<file path="config.mk">
export PLATFORM = sky130hd
export DESIGN_NAME = serial_xnor_compare_flat
export DESIGN_NICKNAME = d
export VERILOG_FILES = /design/src/rtl/serial_xnor_compare_pkg.sv /design/src/rtl/serial_xnor_compare_if.sv /design/src/rtl/serial_xnor_compare_xnor_cell.sv /design/src/rtl/serial_xnor_compare.sv /design/src/flat_wrapper.sv
export SDC_FILE = /design/constraint.sdc
export NUM_CORES = 1
export LEC_CHECK = 0
export ABC_AREA = 1
export BUFFER_PORTS_ARGS = -buffer_cell sky130_fd_sc_hd__buf_2
export CAP_MARGIN = 10
export CORE_AREA = 5 5 46 48
export CTS_CLUSTER_DIAMETER = 40
export DETAILED_ROUTE_END_ITERATION = 10
export DIE_AREA = 0 0 51 53
export HOLD_SLACK_MARGIN = 0.02
export PLACE_DENSITY = 0.77
export SLEW_MARGIN = 20
export SYNTH_ARGS = -nofsm -noshare
export SYNTH_HDL_FRONTEND = slang
export SYNTH_HIERARCHICAL = 1
export SYNTH_SLANG_ARGS = --single-unit
</file>
<file path="constraint.sdc">
create_clock -name clk -period 1.9 [get_ports clk]
set_clock_uncertainty 0.1 [all_clocks]
set_input_delay 0.095 -clock clk [delete_from_list [all_inputs] [get_ports clk]]
set_output_delay 0.095 -clock clk [all_outputs]
set_load 0.1 [all_outputs]
</file>
<file path="src/rtl/serial_xnor_compare_pkg.sv">
// Shared definitions for the serial XNOR comparator.
//   state_t       : FSM state encoding (IDLE, RUN, DONE)
//   WIDTH_DEFAULT : default number of serial bit pairs per comparison word
package serial_cmp_pkg;

  localparam int WIDTH_DEFAULT = 8;

  typedef enum logic [1:0] {
    IDLE = 2'd0,
    RUN  = 2'd1,
    DONE = 2'd2
  } state_t;

endpackage

</file>
<file path="src/rtl/serial_xnor_compare_if.sv">
// Handshake and result bundle of the serial XNOR comparator.
//   master : drives start, bit_valid, a_bit, b_bit (LSB first); observes results
//   slave  : the comparator; drives busy, done, equal, mismatch_count,
//            first_mismatch
interface serial_xnor_compare_if #(
  parameter int WIDTH = serial_cmp_pkg::WIDTH_DEFAULT
);

  localparam int CNT_W = $clog2(WIDTH + 1);
  localparam int IDX_W = $clog2(WIDTH);

  logic             start;
  logic             bit_valid;
  logic             a_bit;
  logic             b_bit;
  logic             busy;
  logic             done;
  logic             equal;
  logic [CNT_W-1:0] mismatch_count;
  logic [IDX_W-1:0] first_mismatch;

  modport master (
    output start, bit_valid, a_bit, b_bit,
    input  busy, done, equal, mismatch_count, first_mismatch
  );

  modport slave (
    input  start, bit_valid, a_bit, b_bit,
    output busy, done, equal, mismatch_count, first_mismatch
  );

endinterface

</file>
<file path="src/rtl/serial_xnor_compare_xnor_cell.sv">
// Per-pair equality: y = 1 when a and b carry the same bit value.
//   a, b : the two serial bits of one pair
//   y    : XNOR of a and b
module xnor_cell (
  input  logic a,
  input  logic b,
  output logic y
);

  assign y = ~(a ^ b);

endmodule

</file>
<file path="src/rtl/serial_xnor_compare.sv">
// Serial word comparator. After start is accepted, WIDTH valid bit pairs are
// consumed LSB first; the word result (equal, mismatch_count, first_mismatch)
// is presented with a one-cycle done pulse and held until the next start is
// accepted.
//   clk   : single clock, rising edge
//   reset : synchronous, active-high; discards any word in progress
//   bus   : serial_xnor_compare_if slave modport (handshake, bits, results)
//
// Incoming pairs are registered before they are counted, so a pair offered in
// cycle N is counted at the end of cycle N+1 and done follows one cycle later.
module serial_xnor_compare
  import serial_cmp_pkg::*;
#(
  parameter int WIDTH = WIDTH_DEFAULT
) (
  input logic                  clk,
  input logic                  reset,
  serial_xnor_compare_if.slave bus
);

  localparam int CNT_W = $clog2(WIDTH + 1);
  localparam int IDX_W = $clog2(WIDTH);
  localparam logic [CNT_W-1:0] LAST_IDX = CNT_W'(WIDTH - 1);

  state_t           state;
  state_t           state_nxt;

  logic             valid_q;
  logic             a_q;
  logic             b_q;
  logic             pair_eq;

  logic [CNT_W-1:0] bit_cnt;
  logic [CNT_W-1:0] mismatch_q;
  logic [IDX_W-1:0] first_q;
  logic             equal_q;
  logic             busy_q;
  logic             done_q;

  logic             take;
  logic             last_pair;
  logic             accept_start;

  xnor_cell u_xnor_cell (
    .a (a_q),
    .b (b_q),
    .y (pair_eq)
  );

  // Only pairs that were captured while in RUN count toward the word.
  assign take         = (state == RUN) && valid_q;
  assign last_pair    = take && (bit_cnt == LAST_IDX);
  assign accept_start = (state != RUN) && bus.start;

  always_ff @(posedge clk) begin
    // NOTE: sequential state uses non-blocking assignments so every flop
    // samples the pre-edge values regardless of statement order.
    if (reset) state <= IDLE;
    else       state <= state_nxt;
  end

  always_comb begin
    // NOTE: next state gets a default before the case so no path leaves it
    // unassigned, which would otherwise infer a latch.
    state_nxt = state;
    case (state)
      IDLE:    if (bus.start) state_nxt = RUN;
      RUN:     if (last_pair) state_nxt = DONE;
      DONE:    state_nxt = bus.start ? RUN : IDLE;
      default: state_nxt = IDLE;
    endcase
  end

  always_ff @(posedge clk) begin
    if (reset) begin
      valid_q    <= 1'b0;
      a_q        <= 1'b0;
      b_q        <= 1'b0;
      bit_cnt    <= '0;
      mismatch_q <= '0;
      first_q    <= '0;
      equal_q    <= 1'b0;
      busy_q     <= 1'b0;
      done_q     <= 1'b0;
    end else begin
      valid_q <= bus.bit_valid && (state == RUN);
      a_q     <= bus.a_bit;
      b_q     <= bus.b_bit;
      busy_q  <= (state_nxt == RUN);
      done_q  <= (state_nxt == DONE);

      if (accept_start) begin
        bit_cnt    <= '0;
        mismatch_q <= '0;
        first_q    <= '0;
        equal_q    <= 1'b0;
      end else if (take) begin
        bit_cnt <= bit_cnt + CNT_W'(1);
        if (!pair_eq) begin
          mismatch_q <= mismatch_q + CNT_W'(1);
          // A zero running count means this is the first unequal pair.
          if (mismatch_q == '0) first_q <= bit_cnt[IDX_W-1:0];
        end
        if (last_pair) equal_q <= pair_eq && (mismatch_q == '0);
      end
    end
  end

  assign bus.busy           = busy_q;
  assign bus.done           = done_q;
  assign bus.equal          = equal_q;
  assign bus.mismatch_count = mismatch_q;
  assign bus.first_mismatch = first_q;

endmodule
</file>
<file path="src/flat_wrapper.sv">
// flat-port wrapper written by rule: the top's interface ports become plain ports
module serial_xnor_compare_flat import serial_cmp_pkg::*;
#(
  parameter int WIDTH = WIDTH_DEFAULT
)
  (clk, reset, bus_start, bus_bit_valid, bus_a_bit, bus_b_bit, bus_busy, bus_done, bus_equal, bus_mismatch_count, bus_first_mismatch);
  serial_xnor_compare_if #(.WIDTH(WIDTH)) bus_i ();
  input logic clk;
  input logic reset;
  input wire logic [$bits(bus_i.start)-1:0] bus_start;
  input wire logic [$bits(bus_i.bit_valid)-1:0] bus_bit_valid;
  input wire logic [$bits(bus_i.a_bit)-1:0] bus_a_bit;
  input wire logic [$bits(bus_i.b_bit)-1:0] bus_b_bit;
  output wire logic [$bits(bus_i.busy)-1:0] bus_busy;
  output wire logic [$bits(bus_i.done)-1:0] bus_done;
  output wire logic [$bits(bus_i.equal)-1:0] bus_equal;
  output wire logic [$bits(bus_i.mismatch_count)-1:0] bus_mismatch_count;
  output wire logic [$bits(bus_i.first_mismatch)-1:0] bus_first_mismatch;
  assign bus_i.start = bus_start;
  assign bus_i.bit_valid = bus_bit_valid;
  assign bus_i.a_bit = bus_a_bit;
  assign bus_i.b_bit = bus_b_bit;
  assign bus_busy = bus_i.busy;
  assign bus_done = bus_i.done;
  assign bus_equal = bus_i.equal;
  assign bus_mismatch_count = bus_i.mismatch_count;
  assign bus_first_mismatch = bus_i.first_mismatch;
  serial_xnor_compare #(.WIDTH(WIDTH)) u_core (.clk(clk), .reset(reset), .bus(bus_i));
endmodule
</file>
==> results.sh <==
export IMPL_status="completed"
export IMPL_cp_cell_sequence="ha_1, nand3_2, o21ai_2, a21oi_1, dlygate4sd3_1"
export IMPL_min_period_over_period=0.9290
export IMPL_area_growth_pct=22.87
export IMPL_cp_arrival_ns=1.86
export IMPL_n_antenna_cell=0
export IMPL_fin_cells=154
export IMPL_start_util=0.5109
export IMPL_grt_usage=0.1397
export IMPL_synth_area_um2=853.3
export IMPL_grt_setup_unrepaired="false"
export IMPL_cts_buffers=3
export IMPL_p_clk_frac=0.291
export IMPL_final_area_um2=1049
export IMPL_start_kind="register"
export IMPL_crit_fanout=4
export IMPL_place_inst=141
export IMPL_ios=16
export IMPL_postSynthRegisterBits=19
export IMPL_setup_viol=0
export IMPL_crit_path_end_kind="register"
export IMPL_path_buf_inv=1
export IMPL_drt_initial_drc_count=17
export IMPL_p_per_area_nw_per_um2=661.2
export IMPL_wl_mm=1.640
export IMPL_vias=775
export IMPL_core_um2=1670
export IMPL_overflow=0
export IMPL_nets=147
export IMPL_grt_pass1_vias=695
export IMPL_clkSlewWorstSetupHoldPaths_ns=0.11
export IMPL_gp_congestion=0.8187
export IMPL_p_sw_uw=175.4
export IMPL_dieHeight_um=53
export IMPL_synth_area_leaders="dfxtp_1 (45%), nand2_1 (7.9%), nor2_1 (7.5%)"
export IMPL_clock_tree_root_cell="clkbuf_4"
export IMPL_grt_start_max_net_pins=12
export IMPL_finalSetupTns_ns=0
export IMPL_hold_viol=0
export IMPL_clock_sink_count=19
export IMPL_synth_seq_area_share=0.4457
export IMPL_critical_path_class="register to register"
export IMPL_power_share_combinational=0.117
export IMPL_hold_class="register to register"
export IMPL_post_drt_wl_per_cell_um=10.65
export IMPL_drv_slew=0
export IMPL_cell_internal_pwr_uw=517.8
export IMPL_die_area_um2=2703
export IMPL_tightest_slew_ns=0.4855
export IMPL_slowest_stage="dlygate4sd3_1"
export IMPL_drcViolationCount=0
export IMPL_hold_slack_ns=0.3849
export IMPL_clockBufferDepth=2
export IMPL_postPlaceCellArea_um2=923.4
export IMPL_fillers=138
export IMPL_dp_hpwl_mm=1.113
export IMPL_clock_latency_ns=0.30
export IMPL_pwr_share_seq=0.591
export IMPL_routed_via_density=5.032
export IMPL_ir_drop_v=0.0004024
export IMPL_port_buffers=15
export IMPL_min_period_ns=1.765
export IMPL_fp_dieW_um=51
export IMPL_first_pass_iters=4
export IMPL_yosysWarnings=6
export IMPL_max_freq_mhz=566.5
export IMPL_synth_top_cell_by_area="dfxtp_1"
export IMPL_ant_nets=0
export IMPL_htreeDepth=1
export IMPL_netSwitchingFraction=0.2531
export IMPL_syn_nets=121
export IMPL_cts_tree="yes"
export IMPL_cap_violations=0
export IMPL_avgSynthCellArea_um2=7.619
export IMPL_relSlewSlack=0.6785
export IMPL_grt_first_pass_wirelength_mm=2.787
export IMPL_crit_required_ns=2.00
export IMPL_path_delay_family="buffers and inverters"
export IMPL_slowest_delay_ns=0.56
export IMPL_power_total_uw=693.2
export IMPL_final_cell_mix="nand2_1 (18), dfxtp_1 (18), nor2_1 (17)"
export IMPL_yosys_area_top_type_share=0.4457
export IMPL_drive_gt1_frac=0.2336
export IMPL_post_cts_buffers=0
export IMPL_antenna_found_initial=0
export IMPL_synth_cells=112
export IMPL_rows=15
export IMPL_p_leak_nw=0.4525
export IMPL_synth_distinct_cells=19
==> path summary, 6_finish.rpt <==
path | to | start | slack [ns] | cells after the start
max reg2reg | u_core/bus.busy$_SDFF_PP0_ | u_core/bit_cnt[0]$_SDFFE_PP0P_ | 0.13 | 5
min | u_core/bus.first_mismatch[2]$_SDFFE_PP0P_ | u_core/bus.first_mismatch[2]$_SDFFE_PP0P_ | 0.38 | 2
max | u_core/bus.busy$_SDFF_PP0_ | u_core/bit_cnt[0]$_SDFFE_PP0P_ | 0.13 | 5
min reg2reg | u_core/bus.first_mismatch[2]$_SDFFE_PP0P_ | u_core/bus.first_mismatch[2]$_SDFFE_PP0P_ | 0.38 | 2
==> stage by stage <==
| step | setup slack, ns | utilization |
|---|---|---|
| after CTS | 0.08020 | 0.6225 |
| after floorplan | 0.02623 | - |
| after global placement | 0.5050 | 0.5528 |
| final | 0.1349 | 0.6277 |
| after global routing | 0.02875 | 0.6277 |
| after detailed placement | 0.4460 | 0.5528 |
==> cell type report <==
| class | instances | area (µm²) | area share |
|---|---|---|---|
| multi-input cells | 74 | 394.1 | 0.3759 |
| clock buffers | 4 | 26.28 | 0.02506 |
| inverters | 16 | 60.06 | 0.05728 |
| flip-flops and latches | 19 | 381.6 | 0.3640 |
| well taps | 17 | 21.27 | 0.02029 |
| repair buffers | 24 | 165.2 | 0.1575 |
==> Yosys cell counts <==
library cell and count:
a21oi_2 1, xor2_1 1, nand2_1 18, ha_1 3
a21oi_1 8, o21ai_1 5, nor2_2 3, nor3_1 4
nand3_2 1, inv_1 14, dfxtp_1 19, nor2_4 1
nand3_1 9, inv_2 2, a21oi_4 1, nand2_2 2
buf_6 2, nor2_1 17, buf_2 1
==> layer usage <==
| metal | wire length (µm) | vias to the layer above | GRT usage | share of wire |
|---|---|---|---|---|
| met4 | 34 | 0 | 0.05381 | 0.021 |
| met2 | 775 | 19 | 0.2489 | 0.47 |
| met5 | 0 | - | 0 | 0 |
| met3 | 79 | 6 | 0.03380 | 0.048 |
| li1 | - | 404 | - | - |
| met1 | 750 | 346 | 0.1598 | 0.46 |
==> kinds of logic after synthesis <==
family | synth area share
flops | 0.4457
simple gates | 0.2918
fa+ha+maj | 0.04399
xor+xnor | 0.01027
compound gates | 0.1056
buf+inv | 0.1026
==> power groups by stage <==
stage               clock (mW)  sequential [mW]  combinational, mW
floorplan                    0            0.435             0.0355
global placement             0            0.419             0.0635
detailed placement           0            0.419             0.0644
CTS                      0.205            0.410             0.0786
global route             0.227            0.411             0.0880
finish                   0.202            0.410             0.0814
==> worst reg2reg max path, stage by stage (launching register included) <==
cell and delay, ns:
dfxtp_1 0.40, ha_1 0.20, nand3_2 0.14, o21ai_2 0.18, a21oi_1 0.09, dlygate4sd3_1 0.56
==> sequential cells by signal, indices dropped and copies added (netlist names) <==
register / flops
u_core/a_q: 1
u_core/bit_cnt: 4
u_core/bus.first_mismatch: 3
u_core/bus.equal: 1
u_core/valid_q: 1
u_core/bus.done: 1
u_core/state: 2
u_core/b_q: 1
u_core/bus.busy: 1
u_core/bus.mismatch_count: 4
==> what timing repair did <==
action                                  in CTS  in global routing
gates resized for setup                      0                  2
hold buffers                                 9                  0
hold endpoints to repair                     7                  0
endpoints found under the setup margin       0                  1
Note: power is estimated with default switching activity, not from simulation.
